### config.mk
export PLATFORM = sky130hd
export DESIGN_NAME = mem_arbiter_nch_flat
export DESIGN_NICKNAME = d
export VERILOG_FILES = /design/src/rtl/mem_arbiter_nch_if.sv /design/src/rtl/mem_arbiter_nch.sv /design/src/flat_wrapper.sv
export SDC_FILE = /design/constraint.sdc
export NUM_CORES = 1
export LEC_CHECK = 0
export ABC_CLOCK_PERIOD_IN_PS = 1400
export CORE_AREA = 2 2 544 546
export DETAILED_ROUTE_END_ITERATION = 8
export DIE_AREA = 0 0 546 548
export DONT_BUFFER_PORTS = 1
export PLACE_DENSITY = 0.3
export SLEW_MARGIN = 10
export SYNTH_ARGS = -nofsm -noshare
export SYNTH_HDL_FRONTEND = slang
export SYNTH_SLANG_ARGS = --single-unit
### constraint.sdc
create_clock -name clk -period 1.4 [get_ports clk]
set_input_delay 0.07 -clock clk [delete_from_list [all_inputs] [get_ports clk]]
set_output_delay 0.07 -clock clk [all_outputs]
set_load 0.005 [all_outputs]
### src/rtl/mem_arbiter_nch_if.sv
// Requester-side and downstream-side signal bundle for the N-channel memory arbiter.
// The arbiter uses the slave view; the requester/memory environment uses the master view.
interface mem_arbiter_nch_if #(
  parameter int unsigned NUM_CH = 2,
  parameter int unsigned ADDR_W = 32,
  parameter int unsigned DATA_W = 256
);
  localparam int unsigned IdW = (NUM_CH > 1) ? $clog2(NUM_CH) : 1;

  logic [NUM_CH-1:0]        req_read;
  logic [NUM_CH-1:0]        req_write;
  logic [NUM_CH*ADDR_W-1:0] req_address;
  logic [NUM_CH*DATA_W-1:0] req_wdata;
  logic [DATA_W-1:0]        req_rdata;
  logic [NUM_CH-1:0]        req_resp;

  logic                     mem_read;
  logic                     mem_write;
  logic [ADDR_W-1:0]        mem_address;
  logic [DATA_W-1:0]        mem_wdata;
  logic [DATA_W-1:0]        mem_rdata;
  logic                     mem_resp;

  logic                     busy;
  logic [IdW-1:0]           grant_id;

  modport slave (
    input  req_read, req_write, req_address, req_wdata, mem_rdata, mem_resp,
    output req_rdata, req_resp, mem_read, mem_write, mem_address, mem_wdata, busy, grant_id
  );

  modport master (
    output req_read, req_write, req_address, req_wdata, mem_rdata, mem_resp,
    input  req_rdata, req_resp, mem_read, mem_write, mem_address, mem_wdata, busy, grant_id
  );
endinterface

### src/rtl/mem_arbiter_nch.sv
// N-channel cacheline arbiter: one winner per transaction, fields latched at grant,
// fixed-priority (ch0 highest) or round-robin selection.
module mem_arbiter_nch #(
  parameter int unsigned NUM_CH  = 2,
  parameter int unsigned ADDR_W  = 32,
  parameter int unsigned DATA_W  = 256,
  parameter int unsigned RR_MODE = 0
) (
  input  logic             clk,
  input  logic             reset,
  mem_arbiter_nch_if.slave bus
);
  localparam int unsigned IdW = (NUM_CH > 1) ? $clog2(NUM_CH) : 1;

  typedef enum logic [0:0] {StIdle, StBusy} state_e;

  state_e            state_q, state_d;
  logic [IdW-1:0]    grant_q, grant_d;
  logic [IdW-1:0]    rr_ptr_q, rr_ptr_d;
  logic              is_write_q, is_write_d;
  logic [ADDR_W-1:0] addr_q, addr_d;
  logic [DATA_W-1:0] wdata_q, wdata_d;

  logic [NUM_CH-1:0] pending;
  logic [IdW-1:0]    base;
  logic [IdW:0]      cand;
  logic [IdW-1:0]    win_idx;
  logic              win_found;

  assign pending = bus.req_read | bus.req_write;
  assign base    = (RR_MODE != 0) ? rr_ptr_q : '0;

  // Walk channels starting at base, wrapping modulo NUM_CH; first pending one wins.
  always_comb begin
    win_idx   = '0;
    win_found = 1'b0;
    cand      = '0;
    for (int unsigned i = 0; i < NUM_CH; i++) begin
      cand = {1'b0, base} + (IdW+1)'(i);
      if (cand >= (IdW+1)'(NUM_CH)) begin
        cand = cand - (IdW+1)'(NUM_CH);
      end
      if (!win_found && pending[cand[IdW-1:0]]) begin
        win_found = 1'b1;
        win_idx   = cand[IdW-1:0];
      end
    end
  end

  always_ff @(posedge clk) begin
    if (reset) begin
      state_q    <= StIdle;
      grant_q    <= '0;
      rr_ptr_q   <= '0;
      is_write_q <= 1'b0;
      addr_q     <= '0;
      wdata_q    <= '0;
    end else begin
      state_q    <= state_d;
      grant_q    <= grant_d;
      rr_ptr_q   <= rr_ptr_d;
      is_write_q <= is_write_d;
      addr_q     <= addr_d;
      wdata_q    <= wdata_d;
    end
  end

  always_comb begin
    state_d    = state_q;
    grant_d    = grant_q;
    rr_ptr_d   = rr_ptr_q;
    is_write_d = is_write_q;
    addr_d     = addr_q;
    wdata_d    = wdata_q;
    unique case (state_q)
      StIdle: begin
        if (win_found) begin
          state_d    = StBusy;
          grant_d    = win_idx;
          // Read and write together on one channel resolves to a write.
          is_write_d = bus.req_write[win_idx];
          addr_d     = bus.req_address[32'(win_idx) * ADDR_W +: ADDR_W];
          wdata_d    = bus.req_wdata[32'(win_idx) * DATA_W +: DATA_W];
        end
      end
      StBusy: begin
        if (bus.mem_resp) begin
          state_d = StIdle;
          if (RR_MODE != 0) begin
            rr_ptr_d = (grant_q == IdW'(NUM_CH - 1)) ? '0 : grant_q + 1'b1;
          end
        end
      end
      default: state_d = StIdle;
    endcase
  end

  always_comb begin
    bus.mem_read    = 1'b0;
    bus.mem_write   = 1'b0;
    bus.busy        = 1'b0;
    bus.req_resp    = '0;
    bus.req_rdata   = bus.mem_rdata;
    bus.mem_address = addr_q;
    bus.mem_wdata   = wdata_q;
    bus.grant_id    = grant_q;
    if (state_q == StBusy) begin
      bus.busy      = 1'b1;
      bus.mem_read  = !is_write_q;
      bus.mem_write = is_write_q;
      // A completion coinciding with reset is abandoned, not reported.
      if (bus.mem_resp && !reset) begin
        bus.req_resp[grant_q] = 1'b1;
      end
    end
  end
endmodule
### src/flat_wrapper.sv
// flat-port wrapper written by rule: the top's interface ports become plain ports
module mem_arbiter_nch_flat 
#(
  parameter int unsigned NUM_CH  = 2,
  parameter int unsigned ADDR_W  = 32,
  parameter int unsigned DATA_W  = 256,
  parameter int unsigned RR_MODE = 0
)
  (clk, reset, bus_req_read, bus_req_write, bus_req_address, bus_req_wdata, bus_mem_rdata, bus_mem_resp, bus_req_rdata, bus_req_resp, bus_mem_read, bus_mem_write, bus_mem_address, bus_mem_wdata, bus_busy, bus_grant_id);
  mem_arbiter_nch_if #(.NUM_CH(NUM_CH), .ADDR_W(ADDR_W), .DATA_W(DATA_W)) bus_i ();
  input  logic clk;
  input  logic reset;
  input wire logic [$bits(bus_i.req_read)-1:0] bus_req_read;
  input wire logic [$bits(bus_i.req_write)-1:0] bus_req_write;
  input wire logic [$bits(bus_i.req_address)-1:0] bus_req_address;
  input wire logic [$bits(bus_i.req_wdata)-1:0] bus_req_wdata;
  input wire logic [$bits(bus_i.mem_rdata)-1:0] bus_mem_rdata;
  input wire logic [$bits(bus_i.mem_resp)-1:0] bus_mem_resp;
  output wire logic [$bits(bus_i.req_rdata)-1:0] bus_req_rdata;
  output wire logic [$bits(bus_i.req_resp)-1:0] bus_req_resp;
  output wire logic [$bits(bus_i.mem_read)-1:0] bus_mem_read;
  output wire logic [$bits(bus_i.mem_write)-1:0] bus_mem_write;
  output wire logic [$bits(bus_i.mem_address)-1:0] bus_mem_address;
  output wire logic [$bits(bus_i.mem_wdata)-1:0] bus_mem_wdata;
  output wire logic [$bits(bus_i.busy)-1:0] bus_busy;
  output wire logic [$bits(bus_i.grant_id)-1:0] bus_grant_id;
  assign bus_i.req_read = bus_req_read;
  assign bus_i.req_write = bus_req_write;
  assign bus_i.req_address = bus_req_address;
  assign bus_i.req_wdata = bus_req_wdata;
  assign bus_i.mem_rdata = bus_mem_rdata;
  assign bus_i.mem_resp = bus_mem_resp;
  assign bus_req_rdata = bus_i.req_rdata;
  assign bus_req_resp = bus_i.req_resp;
  assign bus_mem_read = bus_i.mem_read;
  assign bus_mem_write = bus_i.mem_write;
  assign bus_mem_address = bus_i.mem_address;
  assign bus_mem_wdata = bus_i.mem_wdata;
  assign bus_busy = bus_i.busy;
  assign bus_grant_id = bus_i.grant_id;
  mem_arbiter_nch #(.NUM_CH(NUM_CH), .ADDR_W(ADDR_W), .DATA_W(DATA_W), .RR_MODE(RR_MODE)) u_core (.clk(clk), .reset(reset), .bus(bus_i));
endmodule
Yosys cells after proc, flatten, opt, wreduce, memory -nomap -nowiden
Cells that the tools add are included.
{"block": "word_totals", "register_bits": 291, "inputBits": 839, "word_cells": 34}
{"block": "op_classes", "order_cmp": 3, "n_shift": 2, "n_mux": 15, "bitwise_logic": 2, "reduce_logical": 7}
{"op": "512-bit by 10-bit variable part select with 256-bit output", "count": 1}
{"op": "64-bit by 7-bit variable part select with 32-bit output", "count": 1}
{"op": "1-bit two-way mux", "count": 11}
{"op": "1-bit by 2-bit < comparator with 1-bit output (second input constant)", "count": 2}
{"op": "2-bit two-way mux", "count": 2}
{"op": "1-bit logical AND", "count": 3}
{"op": "1-bit logical NOT", "count": 3}
{"op": "2-bit bitwise OR", "count": 1}
{"op": "1-bit one-hot mux with 2 select lines", "count": 1}
{"op": "2-bit AND reduction", "count": 1}
{"op": "1-bit demux with 1-bit select", "count": 1}
{"op": "1-bit >= comparator (second input constant)", "count": 1}
{"op": "1-bit inverter", "count": 1}

Depth between registers and ports, before layout
{"block": "logic_depth", "word_depth": 7, "ltp_mapped": 7, "mapped_depth_nobuf": 3}

Least setup slack after synthesis
Ideal clock, no wire load.
{"block": "synth_timing", "path_kind": "register to register", "start": "register u_core.state_q", "end": "register u_core.wdata_q[151], in the netlist u_core.bus.mem_wdata[151]", "setup_ns": 0.091, "t_arrival_ns": 1.294, "t_required_ns": 1.309, "path_slack_ns": 0.015, "path_stages_with_launch": 6, "n_path_buf": 2, "synth_period_minus_slack_ns": 1.385, "path_cell_list": "dfxtp_1 > inv_1 > clkbuf_1 > clkbuf_1 > a21oi_1 > a311oi_1"}
{"block": "synth_via", "elab_chain_cells": 2}
{"element": "start: declaration", "line_no": "mem_arbiter_nch.sv:17", "text": "state_e state_q, state_d;"}
{"element": "start signal: assignment", "line_no": "mem_arbiter_nch.sv:52", "text": "state_q <= StIdle;"}
{"element": "start signal: assignment", "line_no": "mem_arbiter_nch.sv:59", "text": "state_q <= state_d;"}
{"element": "1-bit inverter"}
{"element": "2-bit AND reduction (no source line)"}
{"element": "end signal: assignment", "line_no": "mem_arbiter_nch.sv:64", "text": "wdata_q <= wdata_d;"}
{"element": "end: declaration", "line_no": "mem_arbiter_nch.sv:22", "text": "logic [DATA_W-1:0] wdata_q, wdata_d;"}
Every way passes these cells.
A chain may end at the register's enable or synchronous reset.

Worst setup path after layout
{"block": "layout_timing", "start": "register u_core.state_q", "end": "output bus_req_resp[1]"}
{"block": "layout_via", "elab_chain_cells": 1}
{"element": "2-bit two-way mux", "line_no": "mem_arbiter_nch.sv:107", "text": "if (state_q == StBusy) begin"}
{"element": "end: declaration", "line_no": "flat_wrapper.sv:20", "text": "output wire logic [$bits(bus_i.req_resp)-1:0] bus_req_resp;"}
Every way passes these cells.

==> metrics <==
Top Ports ~1400; total number of vias 19025; register share of total power 34.0%; hold path endpoint u_core.bus.mem_wdata[68]; DR iter-0 viols between 1500 and 2000; Net Sw Frac 33.1%; total grt overflow 0; RSZ-0062 raised after global routing true; pwr dens 1010 nW/um^2; Cells after Synth 1977; DP HPWL ~140 mm; largest net degree at the start of global routing roughly 300; first drt pass iteration count 5; commonest non-fill, non-tap cell in the layout dlygate4sd3_1; chip height 548 microns; Die X ~550 microns; H-tree depth 2; min-delay src reset; RePlAce Congestion around 0.86; layout cell share with drive strength beyond 1 approximately 22%; Worst-Skew Late Latency 690 ps; hold_ws -516 ps; final slew viol count 0; Final Cell Area 28900 sq um; Routed WL roughly 180 mm; Routed wire per std cell 28.0 microns; CTS tree built; r2r endpoint u_core.bus.mem_wdata[186]; period utilization 123%; f_max 579 MHz; DR DRC count 0; Slew headroom 26.2%; combinational fraction of design power 24.2%; CP Data Arrival Time between 1500 and 2000 ps; area delta synth->final 80.8%; CORE AREA between 200000 and 300000 sq um; net switching power between 9 and 10 mW; worst reg2reg setup slack -320 ps; synth warn 0; Worst-Margin Slew 1110 ps; Clock transition at path regs 60 ps; Clk pwr share 41.8%; violated checks hold timing, setup timing; Filler Cell Count 34008; Worst Hold Class in -> reg; Routed Antenna Nets 0; Sinks on Clock Net 291; most frequent cells in the layout dlygate4sd3_1, nand3_1, a21oi_1, o21ai_0, dfxtp_1; Reg-to-Reg Start u_core.state_q; status finished with violations; GRT Total Usage 10.7%; Final Hold Viols 212; synthesized cell area about 16000 sq um; worst hold stages 1; r2r worst-path depth 8; Post-Syn Area per Cell approximately 8 sq um; Seq cells post-synth 291; initial antenna violation count 141; sequential area share after synthesis 36.4%; internal power component 19.6 mW; CTS Buffer Depth 3; WS Path Type reg -> out; total CTS buffers 44; global-route wire length before repair 209 mm; Placed Instance Area 20300 sq um; final setup violation count ~290; count of different cell masters after synthesis 24; die area 299000 sq um; FP Rows 199; Root Driver clkbuf_16; Via density 3.02; NumNets Final 3146; startpoint types flop; Worst Clk Skew 27.9 ps; initial core utilization 5.46%; Setup WS pre-CTS -441 ps; WP data required 1330 ps; fin worst setup slack -328 ps; critical path fanouts, max 5; CP endpoint kind primary output; max-cap violations 0; leakage 8.88 nW; Synth Net Count 2816; clock period minus worst slack about 1700 ps; vias in the first global route 18173; buffers added on ports 0; worst IR drop on VDD 921 uV
-- per-layer routing --
metal	vias up	routed length, microns	part of all wire, %	global-route usage [%]
met5	-	424	0.24	0
met4	58	11000	6.2	5.88
met3	457	22200	13	5.89
met2	1390	82400	47	17.7
met1	9114	60700	34	10.7
li1	8006	-	-	-
-- worst max-delay path by stage --
stage / start / endpoint / slack, ps / cells after the start
floorplan: u_core.state_q / u_core.bus.mem_wdata[151] / 10 / 5
global placement: u_core.state_q / u_core.bus.mem_wdata[211] / -440 / 5
finish: u_core.state_q / bus_req_resp[1] / -330 / 5
detailed placement: u_core.state_q / u_core.bus.mem_wdata[211] / -440 / 5
global route: u_core.state_q / bus_req_resp[1] / -410 / 5
CTS: u_core.state_q / bus_req_resp[1] / -450 / 5
-- synthesized netlist by cell type --
| cell type | n | share of area (%) |
|---|---|---|
| a21oi_1 | 292 | 9.1 |
| dfxtp_1 | 291 | 36 |
| nand3_1 | 289 | 9.0 |
| a311oi_1 | 288 | 16 |
| o21ai_0 | 286 | 8.9 |
| buf_4 | 261 | 12 |
| clkbuf_1 | 164 | 3.8 |
| buf_2 | 45 | 1.4 |
| buf_6 | 33 | 2.3 |
| buf_1 | 9 | 0.21 |
| nor2_1 | 3 | 0.070 |
| a211oi_1 | 2 | 0.094 |
| inv_1 | 2 | 0.047 |
| o21ai_1 | 2 | 0.063 |
| a21bo_1 | 1 | 0.063 |
| and2_1 | 1 | 0.039 |
| clkbuf_2 | 1 | 0.031 |
| nand2_1 | 1 | 0.023 |
| nor2_4 | 1 | 0.070 |
| nor3_1 | 1 | 0.031 |
| nor3b_1 | 1 | 0.047 |
| or2_1 | 1 | 0.039 |
| or2_2 | 1 | 0.039 |
| or4_1 | 1 | 0.047 |
-- registers in the layout (all words and copies together), names as in the netlist --
register,cells
u_core.state_q,1
u_core.bus.grant_id,1
u_core.bus.mem_wdata,256
u_core.is_write_q,1
u_core.bus.mem_address,32
-- kinds of logic (layout without fill, tap and decap cells) --
| family | after synthesis | in the layout | share of synthesized area, % |
|---|---|---|---|
| buffers and inverters | 515 | 877 | 20.1 |
| other | 0 | 51 | 0 |
| AOI/OAI and AO/OA | 871 | 871 | 34.1 |
| and+or+nand+nor | 300 | 300 | 9.44 |
| DFF | 291 | 291 | 36.4 |
-- repair_timing --
item / CTS / global route
hold endpoints to repair: 291 / 291
setup endpoints to repair: 180 / 291
gates resized for setup: 110 / 143
setup buffers: 18 / 24
gates cloned: 18 / 22
hold buffers: 435 / 21
pin swaps: 2 / 42
-- power groups by stage --
| stage | combinational [mW] | sequential, mW | clock (mW) |
|---|---|---|---|
| finish | 7.10 | 9.98 | 12.3 |
| global placement | 4.35 | 10.1 | 0 |
| global route | 7.56 | 10.0 | 13.0 |
| floorplan | 2.82 | 9.73 | 0 |
| CTS | 6.35 | 9.99 | 12.9 |
| detailed placement | 4.36 | 10.1 | 0 |
-- per-stage QoR --
step	util [%]	power, mW	TNS (ps)	cells
2_1_floorplan	-	12.5	0	1977
3_3_place_gp	6.93	14.5	-12640	5648
3_5_place_dp	6.93	14.5	-16390	5648
4_1_cts	9.30	29.2	-63720	6197
5_1_grt	9.85	30.6	-66810	6280
6_report	9.87	29.3	-57140	6309
-- final cells by class --
| type | instances | area [sq um] | share of cell area [%] |
|---|---|---|---|
| timing repair buffer | 797 | 8980 | 31.1 |
| clock inverter | 14 | 214 | 0.740 |
| sequential | 291 | 5860 | 20.2 |
| multi-input combinational | 1171 | 7540 | 26.1 |
| tap | 3919 | 4900 | 16.9 |
| clock buffer | 64 | 1290 | 4.45 |
| inverter | 2 | 20.0 | 0.0692 |
| antenna | 51 | 128 | 0.441 |
-- critical path: stages, from the launching register on --
cell and delay [ps]:
dfxtp_4 370, buf_12 140, nand2_4 50, nor3b_2 180
buf_4 160, buf_6 90
(Power assumes the default switching activity.)
